### config.mk
export PLATFORM = sky130hd
export DESIGN_NAME = log2_seq
export DESIGN_NICKNAME = d
export VERILOG_FILES = /design/src/rtl/log2_pkg.sv /design/src/rtl/log2_seq_byte_pow8.sv /design/src/rtl/log2_seq.sv
export SDC_FILE = /design/constraint.sdc
export NUM_CORES = 1
export LEC_CHECK = 0
export CORE_ASPECT_RATIO = 1.5
export CORE_MARGIN = 4
export CORE_UTILIZATION = 49
export CTS_CLUSTER_DIAMETER = 60
export DETAILED_ROUTE_END_ITERATION = 10
export PLACE_DENSITY = 0.79
export SYNTH_ARGS = -nofsm -noshare
export SYNTH_HDL_FRONTEND = slang
export SYNTH_SLANG_ARGS = --single-unit
export TNS_END_PERCENT = 30
### constraint.sdc
create_clock -name clk -period 3.8 [get_ports clk]
set_input_delay 0.76 -clock clk [delete_from_list [all_inputs] [get_ports clk]]
set_output_delay 0.76 -clock clk [all_outputs]
set_load 0.005 [all_outputs]
### src/rtl/log2_pkg.sv
// Shared definitions for the log2_seq engine: FSM states, byte width and
// the result-width helper.
package log2_pkg;

  localparam int BYTE_W = 8;

  typedef enum logic [1:0] {
    IDLE,
    SCAN,
    DONE
  } state_e;

  function automatic int log2_width(input int w);
    return $clog2(w);
  endfunction

endpackage

### src/rtl/log2_seq_byte_pow8.sv
// Highest-set-bit encoder for one byte: pow is the index of the MSB that is
// set, nz flags a nonzero byte (pow is 0 when the byte is 0).
module byte_pow8 (
  input  logic [7:0] byte_in,
  output logic [2:0] pow,
  output logic       nz
);

  always_comb begin
    pow = 3'd0;
    nz  = |byte_in;
    // Ascending scan so the last hit, i.e. the most significant set bit, wins.
    for (int i = 0; i < 8; i++) begin
      if (byte_in[i]) pow = 3'(i);
    end
  end

endmodule

### src/rtl/log2_seq.sv
// Sequential floor(log2) engine scanning one byte per cycle from the top.
// Define LOG2_SEQ_POW2_EN to add the out_pow2 (single set bit) result flag.
module log2_seq
  import log2_pkg::*;
#(
  parameter  int WIDTH  = 32,
  localparam int NBYTES = WIDTH / BYTE_W,
  localparam int LW     = log2_width(WIDTH)
) (
  input  logic             clk,
  input  logic             rst_n,
  input  logic             in_valid,
  output logic             in_ready,
  input  logic [WIDTH-1:0] in_data,
  output logic             out_valid,
  input  logic             out_ready,
  output logic [LW-1:0]    out_log,
`ifdef LOG2_SEQ_POW2_EN
  output logic             out_pow2,
`endif
  output logic             out_zero
);

  localparam int IW = (NBYTES > 1) ? $clog2(NBYTES) : 1;

  state_e            state_q, state_d;
  logic [WIDTH-1:0]  op_q, op_d;
  logic [IW-1:0]     idx_q, idx_d;
  logic [LW-1:0]     log_q, log_d;
  logic              zero_q, zero_d;
`ifdef LOG2_SEQ_POW2_EN
  logic              pow2_q, pow2_d;
`endif

  logic [BYTE_W-1:0] byte_arr [NBYTES];
  logic [BYTE_W-1:0] cur_byte;
  logic [2:0]        pow;
  logic              nz;

  for (genvar gi = 0; gi < NBYTES; gi++) begin : g_bytes
    assign byte_arr[gi] = op_q[gi*BYTE_W +: BYTE_W];
  end

  assign cur_byte = byte_arr[idx_q];

  byte_pow8 u_enc (
    .byte_in (cur_byte),
    .pow     (pow),
    .nz      (nz)
  );

  always_comb begin
    state_d = state_q;
    op_d    = op_q;
    idx_d   = idx_q;
    log_d   = log_q;
    zero_d  = zero_q;
`ifdef LOG2_SEQ_POW2_EN
    pow2_d  = pow2_q;
`endif
    case (state_q)
      IDLE: begin
        if (in_valid) begin
          op_d    = in_data;
          idx_d   = IW'(NBYTES - 1);
          state_d = SCAN;
        end
      end
      SCAN: begin
        if (nz) begin
          log_d   = (LW'(idx_q) << 3) + LW'(pow);
          zero_d  = 1'b0;
`ifdef LOG2_SEQ_POW2_EN
          pow2_d  = ((op_q & (op_q - WIDTH'(1))) == '0);
`endif
          state_d = DONE;
        end else if (idx_q == '0) begin
          log_d   = '0;
          zero_d  = 1'b1;
`ifdef LOG2_SEQ_POW2_EN
          pow2_d  = 1'b0;
`endif
          state_d = DONE;
        end else begin
          idx_d = idx_q - IW'(1);
        end
      end
      DONE: begin
        if (out_ready) state_d = IDLE;
      end
      default: state_d = IDLE;
    endcase
  end

  always_ff @(posedge clk or negedge rst_n) begin
    if (!rst_n) begin
      state_q <= IDLE;
      op_q    <= '0;
      idx_q   <= '0;
      log_q   <= '0;
      zero_q  <= 1'b0;
`ifdef LOG2_SEQ_POW2_EN
      pow2_q  <= 1'b0;
`endif
    end else begin
      state_q <= state_d;
      op_q    <= op_d;
      idx_q   <= idx_d;
      log_q   <= log_d;
      zero_q  <= zero_d;
`ifdef LOG2_SEQ_POW2_EN
      pow2_q  <= pow2_d;
`endif
    end
  end

  assign in_ready  = (state_q == IDLE);
  assign out_valid = (state_q == DONE);
  assign out_log   = log_q;
  assign out_zero  = zero_q;
`ifdef LOG2_SEQ_POW2_EN
  assign out_pow2  = pow2_q;
`endif

endmodule

==> Word level (Yosys, flattened, before mapping) <==
Index checks and enable logic that the tools add are counted.
{ "totals": {"in_bits": 36, "word_cells": 48, "out_inout_bits": 8, "regBits": 42} }
{ "classes": {"n_mux": 23, "addsub": 2, "order_cmp": 1, "eq_ne": 7, "reduce_logical": 9, "bitwise_logic": 1} }
{ "ops": {"columns": ["op", "n"], "rows": [
  ["$mux W2", 9],
  ["$bmux W8 S2", 1],
  ["$mux W8", 2],
  ["$mux W3", 4],
  ["$mux W5", 2],
  ["$reduce_or A8 Y1", 1],
  ["$ne A2 B2 Y1 const B", 3],
  ["$pmux W2 S3", 1],
  ["$add A5 B3 Y5", 1],
  ["$logic_not A2 Y1", 2],
  ["$pmux W2 S2", 1],
  ["$reduce_and A2 Y1", 2],
  ["$reduce_and A4 Y1", 1],
  ["$reduce_bool A2 Y1", 2],
  ["$ge A3 B3 Y1 const B", 1],
  ["$mux W1", 3],
  ["$ne A3 B3 Y1 const B", 1],
  ["$not A2 Y3", 1],
  ["$reduce_and A3 Y1", 1],
  ["$eq A2 B1 Y1 const B", 1],
  ["$eq A2 B2 Y1 const B", 1],
  ["$ne A2 B1 Y1 const B", 1],
  ["$sub A2 B1 Y2 const B", 1]
]} }

==> Depth between registers and ports, before layout <==
{ "depth": {"depth_word": 13, "ltp_mapped": 6, "ltp_nobuf": 5} }

==> Cells and area by module <==
Synthesis repeated with hierarchy kept, for this count alone.
{ "unflattened": {"hier_cells": 130, "hier_area_um2": 2013.2} }
{ "by_module_without_submodules": {"columns": ["module", "cells_per_inst", "area_each_um2", "n_inst", "seq_area_each_um2"], "rows": [
  ["log2_seq", 118, 1946.9, 1, 1051.0],
  ["byte_pow8", 12, 66.3, 1, 0.0]
]} }

==> Least setup slack after synthesis <==
OpenSTA, ideal clock, no wires.
{ "synth_timing": {"kind": "reg-to-reg", "start": "reg idx_q[0]", "end": "reg log_q[1], in the netlist out_log[1]", "arrival_time_ns": 2.632, "period_less_slack_ns": 2.760, "setup_ns": 0.128, "path_buffers": 1, "slack_ns": 1.040, "path_stages_with_launch": 7, "required_time_ns": 3.672, "path_cell_list": "dfrtp_1 > buf_6 > mux4_2 > or4_4 > or4b_4 > o21ai_2 > mux2_1"} }
{ "synth_via": {"elab_chain_len": 13, "word_cells_on_any_way": 17, "cone_classes": "1 x add/sub; 11 x mux; 1 x bitwise; 4 x reduce/logical"} }
{ "synth_rtl": {"columns": ["item", "line", "text"], "rows": [
  ["from (decl)", "log2_seq.sv:28", "logic [IW-1:0] idx_q, idx_d;"],
  ["from (signal assigned)", "log2_seq.sv:108", "idx_q <= idx_d;"],
  ["$not A2 Y3 (implied by the code)", "log2_seq.sv:44", "assign cur_byte = byte_arr[idx_q];"],
  ["$bmux W8 S2", "log2_seq.sv:44", null],
  ["$mux W8 (implied by the code) (2 in series)", "log2_seq.sv:44", null],
  ["$mux W1", "log2_seq_byte_pow8.sv:14", "if (byte_in[i]) pow = 3'(i);"],
  ["$mux W2 (2 in series)", "log2_seq_byte_pow8.sv:14", null],
  ["$mux W3 (4 in series)", "log2_seq_byte_pow8.sv:14", null],
  ["$add A5 B3 Y5", "log2_seq.sv:71", "log_d = (LW'(idx_q) << 3) + LW'(pow);"],
  ["$mux W5", "log2_seq.sv:70", "if (nz) begin"],
  ["to (signal assigned)", "log2_seq.sv:109", "log_q <= log_d;"],
  ["to (decl)", "log2_seq.sv:29", "logic [LW-1:0] log_q, log_d;"]
]} }
Parallel ways exist; a longest one is shown, timed or not. The select of a mux whose other input is x is not followed.
A chain may end at the register's enable or synchronous reset.

==> Worst setup path in the final report <==
Same ends and word-level chain as after synthesis.

==> metrics.csv <==
stage,metric,value,unit
flow_run,maxcap violations,0,
detailed_routing,drt wl/cell,17.2,um
detailed_routing,DRT iter0 DRCs,33,
min_path,Hold Path Stages,2,
global_routing,grt ovf,0,
detailed_routing,average via count per standard cell,5.46,
synth,cell count after synthesis,122,
synth,post-synthesis net count,159,
cts,deepest clock path buffer count,2,
detailed_routing,WL met3,191,um
timing,Fmax,309,MHz
setup_path,FF-to-FF path depth,5,
detailed_routing,DRC viols,0,
cts,CTS Sinks,42,
detailed_routing,via count,1153,
cts,root buffer cell,clkbuf_8,
synth,"Cell Area, Synth",1880,um2
synth,Yosys cell types,27,
timing,Sum Neg Setup Slack,0,ns
layout,share of cells above drive strength 1,31.0,%
layout,area growth from synthesis to layout,30.1,%
pwr,Leak Pwr,1.06,nW
timing,slew margin rel.,40.0,%
floorplan,Die Ht,83.9,um
floorplan,Ports,44,
timing,Final Max Tran Viols,0,
detailed_routing,met2 wire length,2.03,mm
placement,port bufs,43,
min_path,HP Class,reg -> reg,
floorplan,Die Span X,58.6,um
setup_path,crit path DAT,3.41,ns
setup_path,critical path required time,3.97,ns
run_status,status,"complete, no violations",
timing,Final Skew,0.00562,ns
cts,Resized Gates After CTS,0,
detailed_routing,Detailed Route WL,3.63,mm
layout,n_diodes,0,
synth,sequential share of the synthesized area,55.9,%
setup_path,critical path class,reg -> reg,
detailed_routing,met1 WL,1.36,mm
setup_path,critical path startpoint category,register,
synth,Synth warnings,0,
floorplan,core area,3680,um2
cts,number of setup buffers added after CTS,0,
timing,RSZ-0062 raised after global routing,false,
global_routing,largest net degree at the start of global routing,43,
layout,Final nets,204,
placement,post-DP HPWL,2.70,mm
pwr,pwr dens,705,nW/um2
cts,CTS Hold Bufs,0,
timing,measured slew at the worst slew-check pin,0.900,ns
detailed_routing,drt pass-1 iters,4,
cts,clock latency on the worst-skew pair,0.29,ns
global_routing,first-pass GRT wire length,5.95,mm
layout,final core occ,66.4,%
global_routing,initial antenna violation count,0,
synth,Syn Area/Cell,15.4,um2
timing,Fin. Hold Viols,0,
floorplan,DIE AREA,4910,um2
setup_path,Setup crit end kind,register,
cts,CTS tree,done,
timing,post-route clock period utilization,85.2,%
cts,CTS Buf Count,5,
global_routing,Tot GR Track Use,16.2,%
setup_path,Crit Path Max Fanout,12,
floorplan,starting density of the core,51.0,%
global_routing,vias in the first global route,1254,
layout,fill cell count,278,
placement,placer congestion estimate,0.719,
cts,"Reg clk slew, reported paths",0.07,ns
synth,synthesized flop and latch total,42,
timing,min Tclk post-route,3.24,ns
detailed_routing,Top Metal Used,met4,
detailed_routing,antenna-violating nets left,0,
floorplan,# rows,27,
pwr,VDD IR-drop max,494,uV
timing,Finish-stage setup viols,0,
cts,H-tree Lvls,2,
[synthesized netlist by cell type]
library cell / count / area (um2)
o21ai_0: 1 / 5.00
a22o_1: 3 / 26.3
and2_1: 1 / 6.26
mux2_2: 32 / 360
buf_6: 1 / 11.3
dfrtp_1: 42 / 1050
o31ai_1: 1 / 7.51
and2_2: 1 / 7.51
nor2b_1: 2 / 12.5
o21ai_2: 1 / 8.76
mux4_1: 5 / 131
or3_2: 1 / 7.51
mux4_2: 3 / 67.6
nor2_1: 6 / 22.5
or4_4: 1 / 11.3
mux2i_1: 2 / 20.0
or4b_4: 1 / 13.8
a22o_2: 1 / 10.0
mux2_1: 1 / 11.3
ha_1: 1 / 12.5
a21oi_1: 2 / 10.0
buf_1: 3 / 11.3
a21o_1: 1 / 7.51
inv_1: 4 / 15.0
or3b_4: 1 / 11.3
clkbuf_1: 2 / 7.51
nand2b_1: 2 / 12.5
[per-layer routing]
layer,vias up,GRT usage (%)
met5,-,0
met4,0,6.33
met3,5,4.33
met2,33,27.2
met1,578,19.2
li1,537,-
[stage by stage]
step / std cells / setup slack, ns / hold WS [ns] / power, mW / instance area [um2]
3_5_place_dp: 203 / 0.555 / 0.488 / 1.40 / 2340
4_1_cts: 211 / 0.548 / 0.507 / 1.75 / 2440
3_3_place_gp: 203 / 0.633 / 0.481 / 1.35 / 2340
6_report: 211 / 0.562 / 0.501 / 1.72 / 2440
2_1_floorplan: 122 / 1.04 / 0.464 / 1.17 / 1880
5_1_grt: 211 / 0.457 / 0.521 / 1.83 / 2440
[worst max-delay path, cell delays in order, from the launching register on]
cell and delay [ns]:
dfrtp_1 0.69, mux4_1 0.70, or4_4 0.57, or4b_4 0.56, o21ai_2 0.25, mux2_1 0.35
[area by class of cell]
class	count	area, um2	share of cell area, %
clock buffer	5	68.8	2.81
clock inverter	3	40.0	1.64
inverter	4	15.0	0.614
multi-input combinational	70	783	32.0
sequential	42	1050	43.0
tap	43	53.8	2.20
timing repair buffer	44	433	17.7
[state kept, by name, summed over array words and instances (netlist names)]
name	flops
idx_q	2
op_q	32
out_zero	1
state_q	2
out_log	5
[placed cells by master, fill, tap and decap left out, types with 2 or more instances in the layout]
cell type | synthesis | final
clkinv_2 | 0 | 2
mux4_2 | 3 | 3
clkdlybuf4s50_1 | 0 | 42
mux2i_1 | 2 | 2
nor2_1 | 6 | 6
dfrtp_1 | 42 | 42
nand2b_1 | 2 | 2
inv_1 | 4 | 4
nor2b_1 | 2 | 2
a21oi_1 | 2 | 2
a22o_1 | 3 | 3
clkbuf_8 | 0 | 5
mux2_2 | 32 | 32
mux4_1 | 5 | 5
[path summary, 6_finish.rpt]
path                                       from                endpoint  slack, ns
max                        idx_q[0]$_DFFE_PN0P_  out_log[1]$_DFFE_PN0P_       0.56
min                        out_zero$_DFFE_PN0P_    out_zero$_DFFE_PN0P_       0.50
max reg2reg                idx_q[0]$_DFFE_PN0P_  out_log[1]$_DFFE_PN0P_       0.56
min reg2reg                out_zero$_DFFE_PN0P_    out_zero$_DFFE_PN0P_       0.50
max in group asynchronous                 rst_n    op_q[25]$_DFFE_PN0P_       2.65
min in group asynchronous                 rst_n    op_q[29]$_DFFE_PN0P_       0.59
[report_power, final]
group,leakage [nW],internal [mW],switching (mW),total (mW)
Combinational,0.517,0.399,0.204,0.603
Sequential,0.487,0.658,0.121,0.779
Clock,0.0579,0.193,0.147,0.340
[logic make-up after synthesis]
logic type      count (synthesis)  synth area share, %
flops                          42                 55.9
buf+inv                        10                 2.40
fa+ha+maj                       1                0.666
mux                            43                 31.4
compound gates                 10                 4.00
simple gates                   16                 5.59
(Power assumes the default switching activity.)
